File: src/rtl/multiplier_nbit_seq_pkg.sv
// Shared definitions for the iterative shift-add multiplier: FSM state encoding
// and the iteration-counter width helper.
package multiplier_nbit_seq_pkg;

   typedef enum logic [1:0] {
      IDLE = 2'd0,
      RUN  = 2'd1,
      DONE = 2'd2
   } state_t;

   // Counter must index WIDTH iterations; never narrower than one bit.
   function automatic int unsigned cnt_width(input int unsigned w);
      return (w < 2) ? 1 : $clog2(w);
   endfunction

endpackage

File: src/rtl/multiplier_nbit_seq_adder.sv
// Generic WIDTH-bit adder with carry-in; IMPL_TYPE selects a behavioural adder (0)
// or an explicit ripple-carry chain (any other value).
module adder_nbit_cin #(
   parameter int unsigned WIDTH     = 8,
   parameter int unsigned IMPL_TYPE = 0
) (
   input  logic [WIDTH-1:0] i_a,
   input  logic [WIDTH-1:0] i_b,
   input  logic             i_cin,
   output logic [WIDTH-1:0] o_sum,
   output logic             o_cout
);

   generate
      if (IMPL_TYPE == 0) begin : g_behav
         assign {o_cout, o_sum} = (WIDTH+1)'(i_a) + (WIDTH+1)'(i_b) + (WIDTH+1)'(i_cin);
      end else begin : g_ripple
         logic [WIDTH:0] w_c;
         assign w_c[0] = i_cin;
         for (genvar g = 0; g < WIDTH; g++) begin : g_bit
            assign o_sum[g]  = i_a[g] ^ i_b[g] ^ w_c[g];
            assign w_c[g+1]  = (i_a[g] & i_b[g]) | (w_c[g] & (i_a[g] ^ i_b[g]));
         end
         assign o_cout = w_c[WIDTH];
      end
   endgenerate

endmodule

File: src/rtl/multiplier_nbit_seq.sv
// Iterative shift-add unsigned multiplier: one shared 2*WIDTH adder reused over
// WIDTH cycles, with valid/ready handshakes on operands and product.
module multiplier_nbit_seq
   import multiplier_nbit_seq_pkg::*;
#(
   parameter int unsigned WIDTH     = 32,
   parameter int unsigned IMPL_TYPE = 0
) (
   input  logic                 clk,
   input  logic                 rst,
   input  logic                 in_valid,
   output logic                 in_ready,
   input  logic [WIDTH-1:0]     A,
   input  logic [WIDTH-1:0]     B,
   output logic                 out_valid,
   input  logic                 out_ready,
   output logic [2*WIDTH-1:0]   P,
   output logic                 busy
);

   localparam int unsigned PW = 2 * WIDTH;
   localparam int unsigned CW = cnt_width(WIDTH);
   localparam logic [CW-1:0] CNT_LAST = CW'(WIDTH - 1);

   state_t           r_state;
   state_t           w_state_next;
   logic [PW-1:0]    r_mcand;
   logic [WIDTH-1:0] r_mplier;
   logic [PW-1:0]    r_acc;
   logic [CW-1:0]    r_cnt;
   logic [PW-1:0]    r_p;

   logic [PW-1:0]    w_sum;
   logic             w_unused_cout;
   logic [PW-1:0]    w_acc_next;
   logic             w_last;

   adder_nbit_cin #(
      .WIDTH     (PW),
      .IMPL_TYPE (IMPL_TYPE)
   ) u_adder (
      .i_a    (r_acc),
      .i_b    (r_mcand),
      .i_cin  (1'b0),
      .o_sum  (w_sum),
      .o_cout (w_unused_cout)
   );

   assign w_acc_next = r_mplier[0] ? w_sum : r_acc;
   assign w_last     = (r_cnt == CNT_LAST);

   always_ff @(posedge clk or posedge rst) begin
      if (rst) begin
         r_state <= IDLE;
      end else begin
         r_state <= w_state_next;
      end
   end

   always_comb begin
      w_state_next = r_state;
      case (r_state)
         IDLE:    if (in_valid)  w_state_next = RUN;
         RUN:     if (w_last)    w_state_next = DONE;
         DONE:    if (out_ready) w_state_next = IDLE;
         default:                w_state_next = IDLE;
      endcase
   end

   // Operand shift registers, accumulator, iteration counter and product register.
   always_ff @(posedge clk or posedge rst) begin
      if (rst) begin
         r_mcand  <= '0;
         r_mplier <= '0;
         r_acc    <= '0;
         r_cnt    <= '0;
         r_p      <= '0;
      end else begin
         case (r_state)
            IDLE: begin
               if (in_valid) begin
                  r_mcand  <= PW'(A);
                  r_mplier <= B;
                  r_acc    <= '0;
                  r_cnt    <= '0;
               end
            end
            RUN: begin
               r_acc    <= w_acc_next;
               r_mcand  <= r_mcand << 1;
               r_mplier <= r_mplier >> 1;
               r_cnt    <= r_cnt + CW'(1);
               if (w_last) begin
                  r_p <= w_acc_next;
               end
            end
            default: ;
         endcase
      end
   end

   assign in_ready  = (r_state == IDLE);
   assign busy      = (r_state != IDLE);
   assign out_valid = (r_state == DONE);
   assign P         = r_p;

endmodule

File: config.mk
export PLATFORM = sky130hd
export DESIGN_NAME = multiplier_nbit_seq
export DESIGN_NICKNAME = d
export VERILOG_FILES = /design/src/rtl/multiplier_nbit_seq_pkg.sv /design/src/rtl/multiplier_nbit_seq_adder.sv /design/src/rtl/multiplier_nbit_seq.sv
export SDC_FILE = /design/constraint.sdc
export NUM_CORES = 1
export LEC_CHECK = 0
export ABC_CLOCK_PERIOD_IN_PS = 7100
export CAP_MARGIN = 20
export CORE_MARGIN = 4
export CORE_UTILIZATION = 30
export DETAILED_ROUTE_END_ITERATION = 10
export GPL_TIMING_DRIVEN = 0
export HOLD_SLACK_MARGIN = 0.05
export RECOVER_POWER = 25
export SLEW_MARGIN = 20
export SYNTH_ARGS = -nofsm -noshare
export SYNTH_HDL_FRONTEND = slang
export SYNTH_SLANG_ARGS = --single-unit
File: constraint.sdc
create_clock -name clk -period 7.1 [get_ports clk]
set_input_delay 0.71 -clock clk [delete_from_list [all_inputs] [get_ports clk]]
set_output_delay 0.71 -clock clk [all_outputs]
set_load 0.01 [all_outputs]
# --- Word-level counts from Yosys, hierarchy flattened ---
# Cells that the tools add are included.
op_classes:
  addsub: 2
  n_eq_ne: 6
  mux: 13
  n_reduce_logical: 6
ops:
  columns: ["op", "n"]
  rows:
  - ["case mux 64 bit (2 select lines)", 2]
  - ["two-way mux 64 bit", 3]
  - ["adder 64 bit", 1]
  - ["case mux 32 bit (2 select lines)", 1]
  - ["two-way mux 32 bit", 1]
  - ["case mux 5 bit (2 select lines)", 1]
  - ["two-way mux 2 bit", 3]
  - ["case mux 2 bit (3 select lines)", 1]
  - ["adder 5 x 1 -> 5 bit, second input constant", 1]
  - ["equality test 5 bit, second input constant", 1]
  - ["two-way mux 5 bit", 1]
  - ["inequality test 2 bit, second input constant", 2]
  - ["AND reduction 2 bit", 2]
  - ["nonzero test 2 bit", 2]
  - ["AND reduction 3 bit", 1]
  - ["equality test 2 x 1 -> 1 bit, second input constant", 1]
  - ["equality test 2 bit, second input constant", 1]
  - ["zero test 2 bit", 1]
  - ["inequality test 2 x 1 -> 1 bit, second input constant", 1]
totals:
  register_bits: 231
  input_bits: 68
  output_inout_bits: 67
  word_cells: 33

# --- Longest topological paths before layout ---
# Gate-level depths: netlist of the first run.
logic_depth:
  ltp_word: 3
  depth_mapped: 13
  mapped_depth_nobuf: 13

# --- Cells and area by module ---
# A second synthesis of the first run with hierarchy kept.
unflattened:
  hier_cells: 1395
  area_unflattened_um2: 13435.4
modules_own_cells:
  columns: ["module", "instances", "cells_per_inst", "area_per_inst_um2", "seq_area_each_um2"]
  rows:
  - ["multiplier_nbit_seq", 1, 860, 9731.8, 5780.5]
  - ["adder_nbit_cin", 1, 535, 3703.6, 0.0]

# --- Least setup slack after synthesis of the first run ---
# Ideal clock, no wire load.
synth_path:
  path_type: "flip-flop to flip-flop"
  startpoint: "reg r_mcand[18]"
  endpoint: "reg r_acc[56]"
  setup_ns: 0.122
  arrival_ns: 2.883
  required_ns: 6.978
  slack_ns: 4.096
  path_stages_with_launch: 13
  n_path_buf: 1
  synth_period_minus_slack_ns: 3.004
  path_cell_list: "dfrtp_1 > ha_1 > buf_2 > a21oi_2 > nand2_1 > a221oi_1 > nor2_1 > or3_1 > o22a_1 > a21oi_2 > a21boi_0 > or3_1 > a32o_1"
synth_between:
  elab_chain_len: 3
synth_lines:
  columns: ["element", "line_no", "text"]
  rows:
  - ["start, declared", "multiplier_nbit_seq.sv:27", "logic [PW-1:0] r_mcand;"]
  - ["start signal, assigned", "multiplier_nbit_seq.sv:82", "r_mcand <= PW'(A);"]
  - ["start signal, assigned", "multiplier_nbit_seq.sv:90", "r_mcand <= r_mcand << 1;"]
  - ["adder 64 bit", "multiplier_nbit_seq_adder.sv:16", "assign {o_cout, o_sum} = (WIDTH+1)'(i_a) + (WIDTH+1)'(i_b) + (WIDTH+1)'(i_cin);"]
  - ["two-way mux 64 bit", "multiplier_nbit_seq.sv:49", "assign w_acc_next = r_mplier[0] ? w_sum : r_acc;"]
  - ["case mux 64 bit (2 select lines)", "multiplier_nbit_seq.sv:79", "case (r_state)"]
  - ["end signal, assigned", "multiplier_nbit_seq.sv:89", "r_acc <= w_acc_next;"]
  - ["end, declared", "multiplier_nbit_seq.sv:29", "logic [PW-1:0] r_acc;"]
# No other way between the ends.
# A chain may end at the register's enable or synchronous reset.

# --- Worst setup path in the final report of the first run ---
layout_path:
  startpoint: "reg r_acc[17]"
  endpoint: "reg r_p[62] (netlist: P[62])"
layout_between:
  elab_chain_len: 2
layout_lines:
  columns: ["element", "line_no", "text"]
  rows:
  - ["adder 64 bit", "multiplier_nbit_seq_adder.sv:16", null]
  - ["two-way mux 64 bit", "multiplier_nbit_seq.sv:49", null]
  - ["end signal, assigned", "multiplier_nbit_seq.sv:94", "r_p <= w_acc_next;"]
  - ["end, declared", "multiplier_nbit_seq.sv:31", "logic [PW-1:0] r_p;"]
# No other way between the ends.

==> run summary, run 1 <==
hold-fix buffers at CTS -> 0
largest cells by area after synthesis -> dfrtp_1 (43%), o21ai_0 (6.6%), ha_1 (6.1%), nand2_1 (5.6%), a22o_1 (5.3%)
Reg2Reg Launch Point -> r_acc[17]
pin count of the biggest net entering global routing -> 101
syn_nets -> 1587
Max Slew Vio Count -> 55
WL final -> 42800 µm
Nets -> 1752
Setup Skew -> 0.0264 ns
first-pass iteration count of the detailed router -> 6
max incr delay on CP -> 0.61 ns
period utilization -> 53.1%
Max-cap violations -> 1
Final Hold Vio Count -> 0
fin util -> 37.6%
yosys warns -> 0
vias per cell -> 5.45
HP Start -> P[8]
FFs w/ async S/R, synth -> 100%
gr ovfl total -> 0
Slew @ Worst Pin -> 2.57 ns
CTS resizes -> 0
DRC viols -> 0
Setup-failing EPs final -> 0
top-count cell post-synth -> dfrtp_1
Avg Cell Area, Syn -> 9.17 µm²
distinct cell type count after synthesis -> 67
register clock-pin slew on the reported worst setup and hold paths -> 0.06 ns
Slew HR -> -72.3%
Initial Utilization -> 30.7%
register area share after synthesis -> 43.4%
Die Ht -> 219 µm
post-placement cell area -> 0.0155 mm²
clock root buffer -> clkbuf_16
Worst Hold Depth -> 2
Initial DRC Count -> 1041
Site Rows -> 76
Post-Route Setup TNS -> 0 ns
failing checks -> capacitance limit, slew limit
Finished Cell Area -> 0.0163 mm²
worst reg2reg setup slack -> 3.33 ns
first-pass GRT wire length -> 67100 µm
worst vdd ir -> 0.000209 V
RSZ-0062 raised after global routing -> false
synth cell count leaders -> dfrtp_1 (231), nand2_1 (198), o21ai_0 (175)
All-Layer GR Usage -> 17.5%
Worst path most repeated cell -> o211ai_1
critical path class -> reg -> reg
Syn Std Cell Area -> 0.0133 mm²
Power, Total -> 6880 µW
Worst Path Arrival -> 4.23 ns
Clk Latency, worst-skew pair -> 0.56 ns
IO Pins -> 135
H-tree Lvls -> 1
Worst Hold End -> P[8]
EDFF count, synth -> 0
Pwr Density -> 422 mW/mm²
vias in the first global route -> 11700
Die Area -> 0.0479 mm²
I/O Buffers -> 133
CTS tree -> built
crit-path cells -> ha_1, clkbuf_1, nand4_1, nor3_1, o211ai_1, o211ai_1, a21oi_1, o31ai_1, a211o_1, xor2_1, mux2i_1, o21ai_0
hpwl dp -> 32000 µm
initial antenna violation count -> 0
Inserted Clock Buffers -> 28
leak pwr -> 0.00707 µW
Synth-to-Final Area Change -> 22.5%
highest clock rate -> 265 MHz
Worst Setup End Kind -> flop
clock tree buffer depth -> 3
FF-to-FF path depth -> 12
Die W -> 219 µm
post-route ant nets -> 0
worst hold-check path type -> reg -> reg
top cell type's share of synthesized area -> 43.4%
most common flop cell mapped by yosys -> dfrtp_1
Critical Path RT -> 7.56 ns
Tmin final -> 3.77 ns
layout filler cell count -> 4442
Seq cells post-synth -> 231
n_diodes -> 0
Post-Place Cells -> 2173
Startpoint Class -> flop
area leader, netlist -> dfrtp_1
CTS sink count -> 231
via count -> 12100
Core ar. -> 0.0435 mm²
Post-Layout Cell Count -> 2222
share of layout cells above drive strength 1 -> 4.15%
Reg2Reg Capture Point -> P[62]
Slowest cell on crit path -> o31ai_1
Post-CTS Setup Inserts -> 0
wire per inst -> 19.3 µm
status -> complete, but fails checks
routability congestion estimate -> 0.932
Max Fanout on Critical Path -> 9
cell count after synthesis -> 1453
==> layout by cell type (no fill, tap or decap), types with 7 or more instances in the layout <==
cell type,synthesis,layout
nand3_1,14,14
o211ai_1,10,10
nor3_1,17,17
a22oi_1,34,34
nand2_1,198,198
o21ai_0,175,175
o21a_1,9,9
buf_1,14,14
nand4_1,22,22
mux2i_1,43,43
a22o_1,81,81
xor2_1,22,22
nor2_1,59,59
clkbuf_1,82,86
nand2b_1,10,10
clkdlybuf4s50_1,0,132
clkinv_2,0,7
nor2b_1,10,10
and3b_1,29,29
and3_1,10,10
inv_1,22,21
dfrtp_1,231,231
o21bai_1,13,13
a21o_1,24,24
ha_1,65,65
clkbuf_16,0,29
a21oi_1,139,139
xnor2_1,37,37
==> cell families after synthesis <==
kind of cell | after synthesis | share of synthesized area (%)
buf+inv | 121 | 3.43
compound gates | 540 | 25.7
fa+ha+maj | 66 | 6.25
xor+xnor | 59 | 3.88
flops | 231 | 43.4
mux | 44 | 3.31
simple gates | 392 | 14.1
==> sequential cells by signal, indices dropped and copies added, names as in the netlist <==
signal,count
P,64
r_acc,64
r_mcand,64
r_mplier,32
r_cnt,5
r_state,2
==> power breakdown <==
group | internal (µW) | switching, µW
Combinational | 1320 | 2050
Sequential | 1770 | 365
Clock | 794 | 575
==> worst max path at each step <==
stage                      from      endpoint  slack, ns
detailed placement  r_mcand[17]         P[62]       3.45
floorplan                   rst          P[0]       0.06
CTS                 r_mcand[17]         P[62]       3.40
global route        r_mcand[17]         P[62]       3.07
global placement            rst  r_mplier[23]      -3.24
finish                r_acc[17]         P[62]       3.33
==> stage by stage <==
step	hold WS, ns	setup slack, ns
finish	0.477	3.33
global route	0.500	3.07
CTS	0.483	3.40
detailed placement	0.470	3.45
global placement	0.462	-3.24
floorplan	0.450	0.0571
==> per-layer routing <==
metal | global-route usage, % | share of wire (%) | wire length, µm
met1 | 24.2 | 44 | 18900
met4 | 5.98 | 3.9 | 1650
met3 | 3.87 | 8.3 | 3540
met5 | 0 | 0 | 0
met2 | 27.2 | 44 | 18700
==> worst max-delay path: cells and delay by family (launching register included) <==
family,cells,cell delay (ns)
AOI/OAI and AO/OA,6,1.78
and+or+nand+nor,2,0.50
DFF,1,0.41
buffers and inverters,1,0.32
adders and majority gates,1,0.28
xor gates and xnor gates,1,0.22
muxes,1,0.14
==> area by class of cell <==
class / count / area, µm² / share of cell area (%)
Tap cell: 585 / 732 / 4.48
Multi-Input combinational cell: 1101 / 7090 / 43.4
Buffer: 98 / 370 / 2.27
Sequential cell: 231 / 5780 / 35.4
Clock inverter: 11 / 66.3 / 0.406
Clock buffer: 38 / 810 / 4.96
Inverter: 23 / 87.6 / 0.537
Timing Repair Buffer: 135 / 1390 / 8.49
Power figures use the tool's default switching activity.
==> inputs of run 2 (changes only) <==
--- a/config.mk
+++ b/config.mk
@@ -5,7 +5,7 @@
 export SDC_FILE = /design/constraint.sdc
 export NUM_CORES = 1
 export LEC_CHECK = 0
-export ABC_CLOCK_PERIOD_IN_PS = 7100
+export ABC_CLOCK_PERIOD_IN_PS = 3100
 export CAP_MARGIN = 20
 export CORE_MARGIN = 4
 export CORE_UTILIZATION = 30
==> constraint.sdc (replaced) <==
create_clock -name clk -period 3.1 [get_ports clk]
set_input_delay 0.31 -clock clk [delete_from_list [all_inputs] [get_ports clk]]
set_output_delay 0.31 -clock clk [all_outputs]
set_load 0.01 [all_outputs]
==> run 2 against run 1 <==
The flow finishes with violations (capacitance limit, slew limit, setup timing). Power increased to 2.6 times the previous value. Cell area increased by 8.2%. Sequential share of layout area decreased by 2.7 points. Via count increased by 1.3%. Register-to-register slack got worse by 3.4 ns. Sequential power increased by 130%. Final cell count increased by 2.0%. First-iteration DRC count decreased by 19%. Highest routed layer unchanged.
==> run summary, run 2 (same netlist as run 1, synthesis figures left out) <==
Worst Setup End Kind -> flop
Power, Total -> 17700 µW (+160%)
CTS tree -> built
RSZ-0062 raised after global routing -> true
clock tree buffer depth -> 3 (unchanged)
leak pwr -> 0.00751 µW (+6.1%)
WL final -> 44600 µm (+4.2%)
final setup margin -> -0.0562 ns (-3.38 ns)
All-Layer GR Usage -> 18.0% (+0.46 points)
Met3 Wirelength -> 3330 µm (-5.9%)
clock root buffer -> clkbuf_16
n_diodes -> 0 (unchanged)
fin util -> 40.7% (+3.1 points)
routability congestion estimate -> 0.923 (-0.93%)
worst hold-check path type -> in -> async
switching power -> 7470 µW (+150%)
first-pass GRT wire length -> 68800 µm (+2.5%)
sequential share of power -> 28.3% (-2.8 points)
Setup Skew -> 0.0233 ns (-0.00309 ns)
Initial DRC Count -> 848 (-19%)
Tmin final -> 3.16 ns (-0.615 ns)
CP bufs+invs -> 1 (unchanged)
Startpoint Class -> flop
vias per cell -> 5.41 (-0.62%)
Min Hold Slack -> 0.244 ns (-0.232 ns)
share of layout cells above drive strength 1 -> 13.9% (+9.7 points)
first-pass iteration count of the detailed router -> 5 (-1)
Slew HR -> -5.99% (+66 points)
pin count of the biggest net entering global routing -> 34 (-66%)
Synth-to-Final Area Change -> 32.6%
Nets -> 1793 (+2.3%)
Core ar. -> 0.0435 mm² (unchanged)
Inserted Clock Buffers -> 28 (unchanged)
Site Rows -> 76 (unchanged)
Die Ht -> 219 µm (unchanged)
Slew @ Worst Pin -> 1.59 ns (-0.980 ns)
IO Pins -> 135 (unchanged)
DRC viols -> 0 (unchanged)
Max Fanout on Critical Path -> 4 (-5)
Placement Setup Slack -> -0.556 ns (-4.00 ns)
worst vdd ir -> 0.000456 V (+120%)
Cell Int Power -> 10300 µW (+160%)
hpwl dp -> 32700 µm (+2.2%)
Setup-failing EPs final -> 4 (+4)
critical path class -> reg -> reg
max incr delay on CP -> 0.40 ns (-0.21 ns)
Clock Power Share -> 21.2% (+1.3 points)
Clk Latency, worst-skew pair -> 0.58 ns (+0.02 ns)
via count -> 12300 (+1.3%)
Max Slew Vio Count -> 31 (-44%)
post-route ant nets -> 0 (unchanged)
failing checks -> capacitance limit, slew limit, setup timing
commonest cells after routing, fill and taps aside -> dfrtp_1 (226), nand2_1 (192), o21ai_0 (152)
hold-fix buffers at CTS -> 0 (unchanged)
DRT met1 WL -> 19500 µm (+3.5%)
Combinational Power Share -> 50.4% (+1.4 points)
Critical Path RT -> 3.53 ns (-4.03 ns)
Worst Path Arrival -> 3.59 ns (-0.64 ns)
Die W -> 219 µm (unchanged)
Initial Utilization -> 30.7% (unchanged)
delay-heaviest family, CP -> compound AO/OA/AOI/OAI gates
vias in the first global route -> 12200 (+3.7%)
Highest Signal Layer -> met4
met2 wire length -> 20200 µm (+7.9%)
highest clock rate -> 317 MHz (+20%)
crit-path cells -> ha_2, inv_2, fa_2, nand2b_4, a21oi_4, o211ai_1, o211ai_1, a21oi_4, o31a_1, o31a_1, xnor2_2, mux2i_1, o21ai_1
Die Area -> 0.0479 mm² (unchanged)
wire per inst -> 19.7 µm (+2.2%)
period utilization -> 102% (+49 points)
Sw Share -> 42.1% (-1.3 points)
Pwr Density -> 1000 mW/mm² (+140%)
H-tree Lvls -> 1 (unchanged)
CTS sink count -> 231 (unchanged)
gr ovfl total -> 0 (unchanged)
I/O Buffers -> 133 (unchanged)
initial antenna violation count -> 0 (unchanged)
commonest non-fill, non-tap cell in the layout -> dfrtp_1
Slowest cell on crit path -> o31a_1
register clock-pin slew on the reported worst setup and hold paths -> 0.06 ns (about the same)
status -> complete, but fails checks
Final Hold Vio Count -> 0 (unchanged)
Max-cap violations -> 1 (unchanged)
==> run 2: changes by cell type in the layout (fill, tap and decap cells not counted), sizes merged <==
| cell | delta |
|---|---|
| buf | +46 |
| clkinvlp | -1 |
| bufinv | +6 |
| clkbuf | -4 |
| clkinv | -3 |
==> run 2: worst reg2reg max path, cell delays in order (launching register included) <==
cell	delay (ns)
dfrtp_1	0.37
ha_2	0.20
inv_2	0.04
fa_2	0.34
nand2b_4	0.17
a21oi_4	0.18
o211ai_1	0.13
o211ai_1	0.29
a21oi_4	0.17
o31a_1	0.40
o31a_1	0.36
xnor2_2	0.15
mux2i_1	0.15
o21ai_1	0.07
==> run 2: final cells by class <==
cell class                      count  area [µm²]
Multi-Input combinational cell   1101        7870
Fill cell                        4309       25800
Sequential cell                   231        5790
Clock inverter                     13         241
Tap cell                          585         732
Inverter                           23        87.6
Clock buffer                       39         823
Buffer                             86         335
Timing Repair Buffer              188        1790
==> run 2: final timing paths <==
path                                  from  cells past startpoint  slack [ns]     endpoint
worst max-delay path            r_mcand[0]                     13       -0.06        P[50]
worst min-delay path                   rst                      2        0.24        P[23]
worst max register to register  r_mcand[0]                     13       -0.06        P[50]
worst min register to register        P[6]                      2        0.48         P[6]
max in group asynchronous              rst                      4        0.52  r_mcand[12]
min in group clk                 out_ready                      2        0.33   r_state[1]
==> run 2: through the flow <==
step	TNS [ns]	instance area (µm²)	std cells
2_1_floorplan	-53.58	13300	1453
3_3_place_gp	-510.22	15400	2171
3_5_place_dp	-17.52	15600	2179
4_1_cts	-0.0156	17100	2246
5_1_grt	-0.813	17700	2266
6_report	-0.118	17700	2266
==> run 2: timing repair <==
item	CTS	global route
gates resized for setup	57	117
pin swaps	30	46
endpoints found under the setup margin	69	75
setup buffers	22	25
==> run 2: power groups by stage <==
| stage | clock network (µW) | registers (µW) | logic [µW] |
|---|---|---|---|
| after global placement | 0 | 4900 | 7530 |
| final | 3770 | 5020 | 8940 |
| after floorplan | 0 | 4750 | 5330 |
| after detailed placement | 0 | 4940 | 7660 |
| after global routing | 3940 | 5150 | 9730 |
| after CTS | 3820 | 4940 | 8180 |
==> run 2: metal layers <==
layer / global-route usage, % / vias up
li1: - / 5721
met1: 24.5 / 6022
met2: 28.7 / 428
met4: 5.06 / 0
met5: 0 / -
met3: 4.32 / 99
